===== config.mk =====
export PLATFORM = sky130hd
export DESIGN_NAME = gamepad_scanner
export DESIGN_NICKNAME = d
export VERILOG_FILES = /design/src/rtl/gamepad_pkg.sv /design/src/rtl/gamepad_lane.sv /design/src/rtl/gamepad_scanner.sv
export SDC_FILE = /design/constraint.sdc
export NUM_CORES = 1
export LEC_CHECK = 0
export CORE_MARGIN = 2
export CORE_UTILIZATION = 60
export CTS_CLUSTER_DIAMETER = 40
export DETAILED_ROUTE_END_ITERATION = 10
export DONT_BUFFER_PORTS = 1
export PLACE_DENSITY_LB_ADDON = 0.15
export SYNTH_ARGS = -nofsm -noshare
export SYNTH_HDL_FRONTEND = slang
export SYNTH_SLANG_ARGS = --single-unit

===== constraint.sdc =====
create_clock -name clk -period 2.4 [get_ports clk]
set_clock_uncertainty 0.2 [all_clocks]
set_input_delay 0.48 -clock clk [delete_from_list [all_inputs] [get_ports clk]]
set_output_delay 0.48 -clock clk [all_outputs]
set_load 0.01 [all_outputs]

===== src/rtl/gamepad_pkg.sv =====
// Shared scan FSM state encoding, default 40 MHz timing constants and a
// small counter-width helper used by the gamepad scanner and its lanes.
package gamepad_pkg;

  typedef enum logic [2:0] {
    IDLE,
    LATCH,
    PULSE_HI,
    PULSE_LO,
    COMMIT
  } scan_state_t;

  // 60 Hz poll period and 6 us half-phase at a 40 MHz system clock.
  localparam int DEFAULT_POLL_DIV = 666_666;
  localparam int DEFAULT_HALF_BIT = 240;

  function automatic int width_of(input int n);
    return (n > 1) ? $clog2(n) : 1;
  endfunction

endpackage


===== src/rtl/gamepad_lane.sv =====
// One pad lane: double-flop synchronizer on the raw serial line and a
// shadow register that stores each sampled bit inverted (line low = pressed).
module gamepad_lane
  import gamepad_pkg::*;
#(
  parameter int NUM_BUTTONS = 8,
  parameter int BIT_W       = width_of(NUM_BUTTONS)
) (
  input  logic                   clk,
  input  logic                   reset_n,
  input  logic                   data,
  input  logic                   sample,
  input  logic [BIT_W-1:0]       bit_idx,
  output logic [NUM_BUTTONS-1:0] shadow
);

  logic sync_1;
  logic sync_2;

  always_ff @(posedge clk or negedge reset_n) begin
    if (!reset_n) begin
      sync_1 <= 1'b0;
      sync_2 <= 1'b0;
      shadow <= '0;
    end else begin
      sync_1 <= data;
      sync_2 <= sync_1;
      if (sample) begin
        shadow[bit_idx] <= ~sync_2;
      end
    end
  end

endmodule


===== src/rtl/gamepad_scanner.sv =====
// Polls NUM_PADS serial gamepads in parallel: latch strobe, shift pulses,
// per-bit sampling into lane shadows, then an atomic commit of all buttons.
module gamepad_scanner
  import gamepad_pkg::*;
#(
  parameter int NUM_PADS    = 2,
  parameter int NUM_BUTTONS = 8,
  parameter int POLL_DIV    = DEFAULT_POLL_DIV,
  parameter int HALF_BIT    = DEFAULT_HALF_BIT
) (
  input  logic                            clk,
  input  logic                            reset_n,
  input  logic                            enable,
  input  logic [NUM_PADS-1:0]             pad_data,
  output logic                            latch,
  output logic                            pulse,
  output logic [NUM_PADS*NUM_BUTTONS-1:0] buttons,
  output logic [NUM_PADS*NUM_BUTTONS-1:0] press_evt,
  output logic                            scan_done,
  output logic                            overrun
);

  localparam int POLL_W  = width_of(POLL_DIV);
  localparam int PHASE_W = width_of(2 * HALF_BIT);
  localparam int BIT_W   = width_of(NUM_BUTTONS);

  localparam logic [POLL_W-1:0]  POLL_LAST  = POLL_W'(POLL_DIV - 1);
  localparam logic [PHASE_W-1:0] LATCH_LAST = PHASE_W'(2 * HALF_BIT - 1);
  localparam logic [PHASE_W-1:0] HALF_LAST  = PHASE_W'(HALF_BIT - 1);
  localparam logic [BIT_W-1:0]   BIT_LAST   = BIT_W'(NUM_BUTTONS - 1);

  scan_state_t state;
  scan_state_t state_next;

  logic [POLL_W-1:0]  poll_cnt;
  logic [PHASE_W-1:0] phase;
  logic [PHASE_W-1:0] phase_next;
  logic [BIT_W-1:0]   bit_idx;
  logic [BIT_W-1:0]   bit_next;
  logic               tick;
  logic               sample;

  logic [NUM_PADS*NUM_BUTTONS-1:0] shadow_all;

  assign tick = (poll_cnt == POLL_LAST);

  always_ff @(posedge clk or negedge reset_n) begin
    if (!reset_n) begin
      poll_cnt <= '0;
    end else if (tick) begin
      poll_cnt <= '0;
    end else begin
      poll_cnt <= poll_cnt + 1'b1;
    end
  end

  always_ff @(posedge clk or negedge reset_n) begin
    if (!reset_n) begin
      state   <= IDLE;
      phase   <= '0;
      bit_idx <= '0;
    end else begin
      state   <= state_next;
      phase   <= phase_next;
      bit_idx <= bit_next;
    end
  end

  // bit_idx names the bit that will be sampled at the end of the current
  // pulse pair; bit 0 is taken at the end of the latch window.
  always_comb begin
    state_next = state;
    phase_next = phase + 1'b1;
    bit_next   = bit_idx;
    sample     = 1'b0;
    case (state)
      IDLE: begin
        phase_next = '0;
        bit_next   = '0;
        if (tick && enable) begin
          state_next = LATCH;
        end
      end
      LATCH: begin
        if (phase == LATCH_LAST) begin
          sample     = 1'b1;
          phase_next = '0;
          bit_next   = bit_idx + 1'b1;
          state_next = (NUM_BUTTONS > 1) ? PULSE_HI : COMMIT;
        end
      end
      PULSE_HI: begin
        if (phase == HALF_LAST) begin
          phase_next = '0;
          state_next = PULSE_LO;
        end
      end
      PULSE_LO: begin
        if (phase == HALF_LAST) begin
          sample     = 1'b1;
          phase_next = '0;
          if (bit_idx == BIT_LAST) begin
            state_next = COMMIT;
          end else begin
            bit_next   = bit_idx + 1'b1;
            state_next = PULSE_HI;
          end
        end
      end
      COMMIT: begin
        phase_next = '0;
        state_next = IDLE;
      end
      default: begin
        phase_next = '0;
        state_next = IDLE;
      end
    endcase
  end

  // Strobes are decoded from the next state so they line up with the state
  // register while still coming straight out of flops.
  always_ff @(posedge clk or negedge reset_n) begin
    if (!reset_n) begin
      latch     <= 1'b0;
      pulse     <= 1'b0;
      buttons   <= '0;
      press_evt <= '0;
      scan_done <= 1'b0;
      overrun   <= 1'b0;
    end else begin
      latch     <= (state_next == LATCH);
      pulse     <= (state_next == PULSE_HI);
      scan_done <= (state == COMMIT);
      overrun   <= overrun | (tick && (state != IDLE));
      if (state == COMMIT) begin
        buttons   <= shadow_all;
        press_evt <= shadow_all & ~buttons;
      end else begin
        press_evt <= '0;
      end
    end
  end

  for (genvar p = 0; p < NUM_PADS; p++) begin : g_lane
    gamepad_lane #(
      .NUM_BUTTONS(NUM_BUTTONS),
      .BIT_W      (BIT_W)
    ) u_lane (
      .clk    (clk),
      .reset_n(reset_n),
      .data   (pad_data[p]),
      .sample (sample),
      .bit_idx(bit_idx),
      .shadow (shadow_all[p*NUM_BUTTONS +: NUM_BUTTONS])
    );
  end

endmodule


; After elaboration in Yosys (flattened, before gate mapping)
; Index checks and enable logic that the tools add are counted.
[word_totals]
input_bits = 5
output_inout_bits = 36
ff_bits = 91
elab_cells = 69
[op_classes]
n_bitwise = 5
order_cmp = 2
n_addsub = 3
eq_ne = 13
n_reduce_logical = 8
muxes = 22
[op_table]
columns = operator, count
row1 = 3-bit two-way mux, 8
row2 = 20-bit by 1-bit adder with 20-bit output (second input constant), 1
row3 = 20-bit == test (second input constant), 1
row4 = 20-bit two-way mux, 1
row5 = 9-bit two-way mux, 2
row6 = 9-bit case mux with 2 select lines, 1
row7 = 16-bit bitwise AND, 1
row8 = 8-bit bitwise mux, 2
row9 = 16-bit two-way mux, 1
row10 = 16-bit NOT, 1
row11 = 3-bit case mux with 4 select lines, 1
row12 = 9-bit by 1-bit adder with 9-bit output (second input constant), 1
row13 = 3-bit by 2-bit == test with 1-bit output (second input constant), 3
row14 = 9-bit by 8-bit == test with 1-bit output (second input constant), 1
row15 = 9-bit == test (second input constant), 1
row16 = 3-bit case mux with 3 select lines, 1
row17 = 3-bit by 1-bit == test with 1-bit output (second input constant), 2
row18 = 3-bit == test (second input constant), 2
row19 = 2-bit != test (second input constant), 3
row20 = 3-bit nonzero test, 2
row21 = 3-bit by 4-bit less-than comparator with 1-bit output (second input constant), 1
row22 = 4-bit AND reduction, 1
row23 = 3-bit by 1-bit adder with 3-bit output (second input constant), 1
row24 = 1-bit demux with 3-bit select, 1
row25 = 8 further kinds, 13

; Logic depth before layout (Yosys ltp)
; Gate-level depths: netlist of the first run.
[logic_depth]
ltp_word = 5
depth_mapped = 6
ltp_nobuf = 6

; Hierarchy
; From an unflattened synthesis of the first run, not the netlist that was laid out.
[hier_totals]
hier_cells = 362
hier_area_um2 = 3992.6
[modules_own_cells]
columns = mod, area_per_inst_um2, cells_each, seq_area_each_um2, instances
row1 = gamepad_scanner, 3094.2, 292, 1776.7, 1
row2 = gamepad_lane, 449.2, 35, 250.2, 2

; Least setup slack after synthesis of the first run
; No wires, ideal clock.
[synth_timing]
path_kind = reg-to-reg
start = reg phase[4]
end = reg g_lane[0].u_lane.shadow[5]
setup_ns = 0.133
path_buffers = 2
required_ns = 2.067
period_less_slack_ns = 2.057
setup_slack_ns = 0.343
stages_incl_launch_ff = 7
t_arrival_ns = 1.723
path_cell_list = dfrtp_1 > buf_6 > nand4b_4 > or3_1 > buf_6 > a2111o_1 > mux2i_1
[synth_between]
elab_chain_len = 3
word_cells_on_any_way = 5
cone_classes = eq/ne (2) / mux (3)
[synth_rtl]
columns = item, line
row1 = "start, declared", gamepad_scanner.sv:36  ; logic [PHASE_W-1:0] phase;
row2 = "start signal, assigned", gamepad_scanner.sv:64  ; phase <= phase_next;
row3 = 9-bit by 8-bit == test with 1-bit output / 9-bit == test (equally long branches), "gamepad_scanner.sv:99, gamepad_scanner.sv:85"
row4 = 1-bit two-way mux (on tied branches), "gamepad_scanner.sv:99, gamepad_scanner.sv:85"
row5 = 1-bit case mux with 2 select lines (*), gamepad_scanner.sv:76  ; case (state)
row6 = "end signal, assigned by index", gamepad_lane.sv:29  ; shadow[bit_idx] <= ~sync_2;
row7 = "end, declared", gamepad_lane.sv:14  ; output logic [NUM_BUTTONS-1:0] shadow
; Every way passes the cells marked *; elsewhere a longest branch is shown, timed or not.
; A chain may end at the register's enable or synchronous reset.

; Worst setup path after layout of the first run
[layout_timing]
start = reg state[0]
end = reg g_lane[0].u_lane.shadow[5]
[layout_between]
elab_chain_len = 2
word_cells_on_any_way = 3
cone_classes = eq/ne (2) / mux (1)
[layout_rtl]
columns = item, line
row1 = "start, declared", gamepad_scanner.sv:32  ; scan_state_t state;
row2 = "start signal, assigned", gamepad_scanner.sv:63  ; state <= state_next;
row3 = 3-bit by 2-bit == test with 1-bit output / 3-bit by 1-bit == test with 1-bit output (equally long branches), gamepad_scanner.sv:76
row4 = 1-bit case mux with 2 select lines (*), gamepad_scanner.sv:76
; Marked as above.

==> results.yml, run 1 <==
sta:
  fin_crit_ns: 2.28
  slew_violations: 0
  rsz0062_at_grt: "no"
  setup_violations: 0
  slew_headroom_pct: 58.2
  finalSetupTns_ns: 0
  holdWs_ns: -0.389
  tightest_slew_ns: 0.627
  fin_crit_sh_pct: 95.2
  hold_violations: 91
  fmax_mhz: 438
logic_synthesis:
  avgSynthCellArea_um2: 11.4
  synth_top_cells_by_area: "dfrtp_1 (57%), mux2i_1 (4.5%), a2111oi_4 (3.5%)"
  synth_edf_count: 0
  synth.top_cell.area_share_pct: 57.4
  async_flop_share_pct: 100
  yosysWarnings: 0
  yosysUniqueCellTypes: 47
  yosysSeqAreaShare_pct: 57.4
  synthTopCellsByCount: "dfrtp_1 (91), nand2_1 (30), inv_1 (24)"
  syn-cell-area_mm2: 0.00397
  synth_largest_area_cell: "dfrtp_1"
  synth.most_common_cell: "dfrtp_1"
  synth-seq-cells: 91
  syn-num-nets: 357
  synth-main-ff-cell: "dfrtp_1"
  syn_inst: 347
power_and_ir_drop:
  p_leak_nw: 1.87
  vdd_drop_max_mv: 0.484
  powerDensity_mw_per_mm2: 626
  power.total_mw: 2.68
setup_path:
  path_max_fanout: 13
  timing.critical_path.buf_inv: 0
  critical_path_class: "register to register"
  required_ns: 2.43
  crit_chain: "nand3b_1 > or3_1 > a2111o_1 > mux2i_1"
  crit_arrival_ns: 2.32
  crit_family: "simple AND/OR/NAND/NOR gates"
  worstSetupPathDepth: 4
  start_kind: "register"
  cp-end-kind: "register"
  critPathSlowestCell: "or3_1"
  cpPeakStageDelay_ns: 0.61
  r2r_cells: 4
grt:
  grt_busiest_layer: "met2"
  overflow: 0
  grt_max_degree: 92
  met2_usage_pct: 29.8
  grt_usage_pct: 19.9
  grt_use_met1_pct: 27.8
  grt_pass1_vias: 2357
  antenna_found_initial: 0
  use_met3_pct: 4.96
  grt_pass1_wl_mm: 11.3
routing:
  drt_first_pass_iters: 4
  drc: 0
  drtIter0Drc: 148
  wire_per_inst_um: 15.0
  viasPerCell: 5.64
  vias: 2432
  ant_nets: 0
  routed_wirelength_mm: 6.46
clock_tree:
  clk_latency_ns: 0.36
  cts_sinks: 91
  holdBufCountCts: 2
  cts_buffers: 9
  clk_pin_slew_ns: 0.08
  cts-htree-levels: 3
  cts_tree: "done"
  post_cts_buffers: 0
  cts_buffer_depth: 2
  cts_root_buf: "clkbuf_8"
cells_and_area:
  nFillCells: 492
  area_growth_pct: 7.82
  multi_input_area_mm2: 0.00153
  nets: 360
  seqCellArea_mm2: 0.00228
  num_antenna_cells: 0
  fin_cells: 431
  drive_gt1_share_pct: 9.60
placement:
  io_buffers: 0
  gp_congestion: 0.818
  placedCellCount: 414
  hpwlAfterDp_mm: 4.47
floorplanning:
  core_mm2: 0.00639
  initial_utilization_pct: 62.1
  fp.dieH_um: 85.3
  fp.dieW_um: 85.3
  ios: 41
  die_area_mm2: 0.00728
  row_count: 29
status:
  violations: "negative hold slack"
  run_status: "finished, violations left"
run:
  maxCapViolations: 0
hold_path:
  hold_path_class: "input pin to asynchronous set/reset pin"
-- sequential cells by signal, summed over array words and instances, names as in the netlist --
register              cells
scan_done                 1
poll_cnt                 20
g_lane.u_lane.sync_1      2
bit_idx                   3
g_lane.u_lane.sync_2      2
press_evt                16
phase                     9
latch                     1
g_lane.u_lane.shadow     16
overrun                   1
pulse                     1
state                     3
buttons                  16
-- placed cells by master, fill, tap and decap left out, drive strengths merged, types with 3 or more instances in the layout --
cell	netlist	final
a2111o	3	3
a2111oi	5	5
a21oi	3	3
and2	5	5
buf	7	6
clkbuf	9	10
dfrtp	91	91
ha	5	5
inv	24	26
mux2i	18	18
nand2	30	30
nand2b	3	3
nand3	12	12
nand4	7	7
nor2	20	20
nor2b	4	4
nor3	22	22
nor4	3	3
nor4b	4	4
o21ai	18	18
or3	5	5
xnor2	15	15
xor2	8	8
-- area by class of cell --
type	instances	share of cell area, %
repair buffers	8	1.52
inverters	24	2.11
clock inverters	5	1.99
clock buffers	10	3.22
well taps	77	2.25
flip-flops and latches	91	53.2
multi-input cells	216	35.7
-- final timing paths --
| kind | endpoint | startpoint | slack [ns] |
|---|---|---|---|
| setup / recovery | g_lane[0].u_lane.shadow[5] | state[0] | 0.12 |
| hold / removal | phase[6] | reset_n | -0.39 |
| setup reg to reg | g_lane[0].u_lane.shadow[5] | state[0] | 0.12 |
| hold reg to reg | g_lane[1].u_lane.sync_2 | g_lane[1].u_lane.sync_1 | 0.15 |
| max in group asynchronous | g_lane[0].u_lane.shadow[5] | reset_n | 2.24 |
| min in group clk | g_lane[1].u_lane.sync_2 | g_lane[1].u_lane.sync_1 | 0.15 |
-- logic make-up after synthesis --
logic type | after synthesis | share of synthesized area [%]
AOI/OAI and AO/OA | 43 | 9.77
DFF | 91 | 57.4
and+or+nand+nor | 126 | 17.1
buffers and inverters | 40 | 4.29
muxes | 19 | 4.82
xor gates and xnor gates | 23 | 5.08
adders and majority gates | 5 | 1.58
-- stage by stage --
stage	setup slack, ns	utilization (%)	hold WS (ns)	instance area, um2
3_5_place_dp	0.137	63.1	-0.0130	4030
4_1_cts	0.122	66.9	-0.407	4270
2_1_floorplan	0.343	-	-0.0156	3970
6_report	0.115	67.0	-0.389	4280
5_1_grt	0.000587	67.0	-0.410	4280
3_3_place_gp	0.178	63.1	-0.0130	4030
-- power by group --
group          internal [mW]  total, mW  switching (mW)  leakage, nW
Combinational        0.00280    0.00324        0.000441        0.537
Clock                  0.616       1.13           0.518        0.109
Sequential              1.53       1.54         0.00468         1.22
-- what timing repair did --
item                       in CTS  in global routing
hold endpoints to repair       93                 91
setup endpoints to repair       0                  1
resized for setup               0                  1
-- layer usage --
metal,vias up,part of all wire [%]
li1,1201,-
met1,1175,47
met2,44,47
met3,12,3.3
met4,0,2.2
met5,-,0
(Power assumes the default switching activity.)
==> run 2, diff against run 1 <==
- ABC_AREA: not set -> 1
==> run 2 against run 1 <==
Effect of this change: the flow still finishes with violations (negative hold slack); cell area is 0.15% lower; via count up 22%; critical path depth grew 3.
==> results.yml, run 2 <==
hold_path:
  hold_path_class: "input pin to asynchronous set/reset pin"
routing:
  drc: 0
  routed_wirelength_mm: 7.18
  vias: 2970
  drt_first_pass_iters: 5
  viasPerCell: 5.21
  ant_nets: 0
  drtIter0Drc: 179
  wire_per_inst_um: 12.6
logic_synthesis:
  synth.top_cell.area_share_pct: 57.3
  synth-main-ff-cell: "dfrtp_1"
  syn-num-nets: 488
  avgSynthCellArea_um2: 8.32
  syn-cell-area_mm2: 0.00398
  synth_edf_count: 0
  synth_top_cells_by_area: "dfrtp_1 (57%), nand2_1 (16%), nor2_1 (7.3%)"
  syn_inst: 478
  yosysSeqAreaShare_pct: 57.3
  yosysUniqueCellTypes: 26
  synth-seq-cells: 91
  synthTopCellsByCount: "nand2_1 (165), dfrtp_1 (91), nor2_1 (77)"
  async_flop_share_pct: 100
  synth.most_common_cell: "nand2_1"
  yosysWarnings: 0
  synth_largest_area_cell: "dfrtp_1"
placement:
  io_buffers: 0
  preCtsSetupSlack_ns: 0.475
  gp_congestion: 0.901
  hpwlAfterDp_mm: 4.96
  place_area_mm2: 0.00405
power_and_ir_drop:
  p_leak_nw: 2.30
  p_clk_share_pct: 40.2
  p_seq_share_pct: 59.5
  vdd_drop_max_mv: 0.471
  p_sw_share_pct: 21.4
  p_int_mw: 2.03
  powerDensity_mw_per_mm2: 604
  comb_power_share_pct: 0.3
  switchingPower_uw: 551
sta:
  rsz0062_at_grt: "no"
  hold_violations: 91
  fin_crit_sh_pct: 81.1
  finalSetupTns_ns: 0
  fin_crit_ns: 1.95
  tightest_slew_ns: 0.404
  setup_ws_ns: 0.453
  holdWs_ns: -0.391
  slew_violations: 0
  fmax_mhz: 514
  setup_violations: 0
  slew_headroom_pct: 73.0
cells_and_area:
  num_antenna_cells: 0
  area_growth_pct: 7.42
  nets: 498
  fin_util_pct: 66.9
  fin_area_mm2: 0.00427
  drive_gt1_share_pct: 6.29
  largest_register_ffs: 20
  layout_commonest_cell: "nand2_1"
  top_register: "poll_cnt"
  most-common-layout-cells: "nand2_1 (165), dfrtp_1 (91), nor2_1 (77)"
clock_tree:
  cts-htree-levels: 3
  cts_tree: "done"
  post_cts_buffers: 0
  cts_buffer_depth: 2
  ctsResizeCount: 0
  clk_pin_slew_ns: 0.09
  cts_buffers: 9
  cts_root_buf: "clkbuf_8"
  holdBufCountCts: 2
  cts_sinks: 91
  clk_latency_ns: 0.36
grt:
  antenna_found_initial: 0
  overflow: 0
  grt_usage_pct: 22.5
  grt_pass1_wl_mm: 13.0
  grt_max_degree: 92
  grt_pass1_vias: 3017
setup_path:
  crit_arrival_ns: 2.01
  path_max_fanout: 8
  cp-end-kind: "register"
  critical_path_class: "register to register"
  r2r_cells: 7
  crit_family: "simple AND/OR/NAND/NOR gates"
  r2r_end: "bit_idx[1]"
  required_ns: 2.46
  crit_chain: "ha_1 > ha_1 > or2_1 > a21oi_1 > nand2_1 > nand2_1 > nand2_1"
  r2r_setup_slack_ns: 0.45
  critPathSlowestCell: "dfrtp_1"
  worstSetupPathDepth: 7
  cpPeakStageDelay_ns: 0.47
  timing.critical_path.buf_inv: 0
  cp_common_cell: "nand2_1"
  reg2reg_from: "bit_idx[0]"
  start_kind: "register"
status:
  violations: "negative hold slack"
  run_status: "finished, violations left"
floorplanning:
  ios: 41
  row_count: 29
  fp.dieW_um: 85.4
  core_mm2: 0.00639
  initial_utilization_pct: 62.3
  die_area_mm2: 0.00730
  fp.dieH_um: 85.4
run:
  maxCapViolations: 0
[run 2: cell types whose count changed in the layout (fill, tap and decap cells not counted), sizes merged, moves of 11 or more]
cell / delta
inv: +25
xnor2: -13
nor3: -13
nand3: +24
nand2: +136
o21ai: -11
mux2i: -18
nor2: +59
[run 2: power by group through the flow]
stage	combinational, mW	sequential [mW]	clock (mW)
floorplan	0.00338	1.57	0
global placement	0.00508	1.57	0
detailed placement	0.00518	1.57	0
CTS	0.00775	1.54	1.06
global route	0.00817	1.54	1.12
finish	0.00747	1.54	1.04
[run 2: worst max-delay path by stage]
stage / from / to
final: bit_idx[0] / bit_idx[1]
after detailed placement: bit_idx[0] / bit_idx[0]
after global routing: bit_idx[0] / bit_idx[0]
after CTS: bit_idx[0] / bit_idx[0]
after global placement: bit_idx[0] / bit_idx[0]
after floorplan: bit_idx[0] / bit_idx[0]
[run 2: kinds of logic after synthesis]
family,count (synthesis),share of synthesized area (%)
xor gates and xnor gates,10,2.20
buffers and inverters,53,5.32
and+or+nand+nor,304,31.7
adders and majority gates,5,1.57
AOI/OAI and AO/OA,15,1.98
DFF,91,57.3
[run 2: area by class of cell]
cell class,instances,area [um2]
clock inverters,6,71.3
clock buffers,10,128
inverters,49,184
flip-flops and latches,91,2280
multi-input cells,334,1490
well taps,77,96.3
repair buffers,3,27.5
fillers,514,2110
[run 2: routing by layer]
metal | wire length, um | vias up | GRT usage (%)
met4 | 177 | 0 | 11.3
met1 | 3340 | 1374 | 29.6
li1 | - | 1513 | -
met3 | 369 | 13 | 4.38
met2 | 3300 | 70 | 35.7
met5 | 0 | - | 0
[run 2: through the flow]
| stage | power, mW | hold WS, ns | instances |
|---|---|---|---|
| final | 2.58 | -0.391 | 570 |
| after global routing | 2.66 | -0.412 | 570 |
| after CTS | 2.61 | -0.410 | 570 |
| after detailed placement | 1.57 | -0.0127 | 552 |
| after global placement | 1.57 | -0.0130 | 552 |
| after floorplan | 1.57 | -0.0156 | 478 |
==> run 3, diff against run 2 <==
- CORE_UTILIZATION: 60 -> 57
- clock period: 2.4 -> 1.77 ns (I/O delays scaled with it)
==> run 3 against run 2 <==
Effect of this change: the run ends with negative hold slack, negative setup slack left; non-clock buffer count rose by 25; final cell count rose by 5.3%; largest power group unchanged; sequential share of layout area fell by 4.3 points; critical path type unchanged.
==> results.yml, run 3 (synthesis gave the netlist of run 2 again) <==
status:
  run_status: "finished, violations left"
  violations: "negative hold slack, negative setup slack"
routing:
  vias: 3116
  m1WireLength_mm: 3.57
  wire_per_inst_um: 13.6
  drt_first_pass_iters: 4
  ant_nets: 0
  routed_wirelength_mm: 8.14
  maxUsedRoutingLayer: "met4"
  drc: 0
  viasPerCell: 5.19
  wl_met2_mm: 4.10
  met3WireLength_um: 346
  drtIter0Drc: 133
placement:
  gp_congestion: 0.903
  hpwlAfterDp_mm: 4.93
  placedCellCount: 569
  io_buffers: 0
floorplanning:
  row_count: 30
  core_mm2: 0.00676
  initial_utilization_pct: 58.9
  fp.dieW_um: 87.5
  fp.dieH_um: 87.5
  die_area_mm2: 0.00766
  ios: 41
clock_tree:
  cts-htree-levels: 3
  clk_latency_ns: 0.37
  clk_pin_slew_ns: 0.10
  cts_buffer_depth: 2
  cts_root_buf: "clkbuf_8"
  cts_buffers: 9
  holdBufCountCts: 2
  cts_sinks: 91
  cts_tree: "done"
grt:
  grt_pass1_vias: 2758
  grt_max_degree: 92
  overflow: 0
  grt_usage_pct: 20.6
  antenna_found_initial: 0
  grt_pass1_wl_mm: 12.3
setup_path:
  r2r_cells: 10
  required_ns: 1.83
  crit_arrival_ns: 1.89
  start_kind: "register"
  critical_path_class: "register to register"
  cp-end-kind: "register"
  r2r_setup_slack_ns: -0.07
  path_max_fanout: 6
sta:
  rsz0062_at_grt: "yes"
  setup_violations: 11
  setup_ws_ns: -0.0655
  slew_headroom_pct: 71.0
  finalSetupTns_ns: -0.273
  fin_crit_sh_pct: 104
  tightest_slew_ns: 0.431
  holdWs_ns: -0.527
  fmax_mhz: 545
  slew_violations: 0
  hold_violations: 91
  fin_crit_ns: 1.84
cells_and_area:
  fin_cells: 600
  fin_util_pct: 68.9
  area_growth_pct: 17.0
  num_antenna_cells: 0
  drive_gt1_share_pct: 15.6
  layout_commonest_cell: "nand2_1"
  top_register: "poll_cnt"
  nets: 526
  largest_register_ffs: 20
  most-common-layout-cells: "nand2_1 (153), dfrtp_1 (90), nor2_1 (75)"
power_and_ir_drop:
  p_leak_nw: 2.50
  powerDensity_mw_per_mm2: 811
  vdd_drop_max_mv: 0.416
run:
  maxCapViolations: 0
hold_path:
  hold_path_class: "input pin to asynchronous set/reset pin"
[run 3: cell types whose count changed in the layout (fill, tap and decap cells not counted), sizes merged]
cell	previous run	this run
inv	51	50
clkbuf	10	9
bufinv	1	3
buf	1	26
clkinv	1	0
nand2	166	169
[run 3: what timing repair did]
item,in CTS,in global routing
pin swaps,0,21
resized for setup,1,30
endpoints found under the setup margin,16,29
cloned,0,3
buffers inserted,0,11
hold endpoints to repair,93,91
[run 3: power breakdown]
group	switching [mW]	internal [mW]
logic	0.00775	0.00367
clock network	0.746	0.934
registers	0.00117	2.08
total	0.755	3.02
[run 3: stage by stage]
stage / setup slack [ns] / area [um2] / hold WS, ns / power [mW]
after detailed placement: -0.0275 / 4170 / -0.140 / 2.13
final: -0.0655 / 4650 / -0.527 / 3.77
after CTS: 0.00662 / 4430 / -0.531 / 3.78
after global routing: -0.149 / 4650 / -0.543 / 3.90
after floorplan: 0.0497 / 3980 / -0.142 / 2.13
after global placement: 0.0338 / 4170 / -0.140 / 2.13
[run 3: critical path, cell delays in order, from the launching register on]
cell,delay [ns]
dfrtp_1,0.37
ha_2,0.20
nand3_2,0.08
inv_2,0.11
buf_6,0.11
nand4_1,0.11
buf_6,0.17
nand2_4,0.13
nand2_2,0.08
nand2_1,0.09
nand2_1,0.06
[run 3: worst paths after layout]
kind                                          from                         end
setup / recovery                          phase[0]  g_lane[0].u_lane.shadow[1]
hold / removal                             reset_n                poll_cnt[11]
setup reg to reg                          phase[0]  g_lane[0].u_lane.shadow[1]
hold reg to reg            g_lane[1].u_lane.sync_1     g_lane[1].u_lane.sync_2
max in group asynchronous                  reset_n                    phase[5]
min in group clk                            enable                       latch
[run 3: cell type report]
cell class | instances | area (um2)
tap | 80 | 100
sequential | 91 | 2280
multi-input combinational | 337 | 1610
timing repair buffer | 28 | 243
fill | 518 | 2100
inverter | 49 | 184
clock buffer | 9 | 124
clock inverter | 6 | 114
[run 3: metal layers]
layer  track usage [%]  up-vias
met5                 0        -
met4              9.23        0
met3              4.34       14
met2              32.3       62
met1              27.8     1469
li1                  -     1571
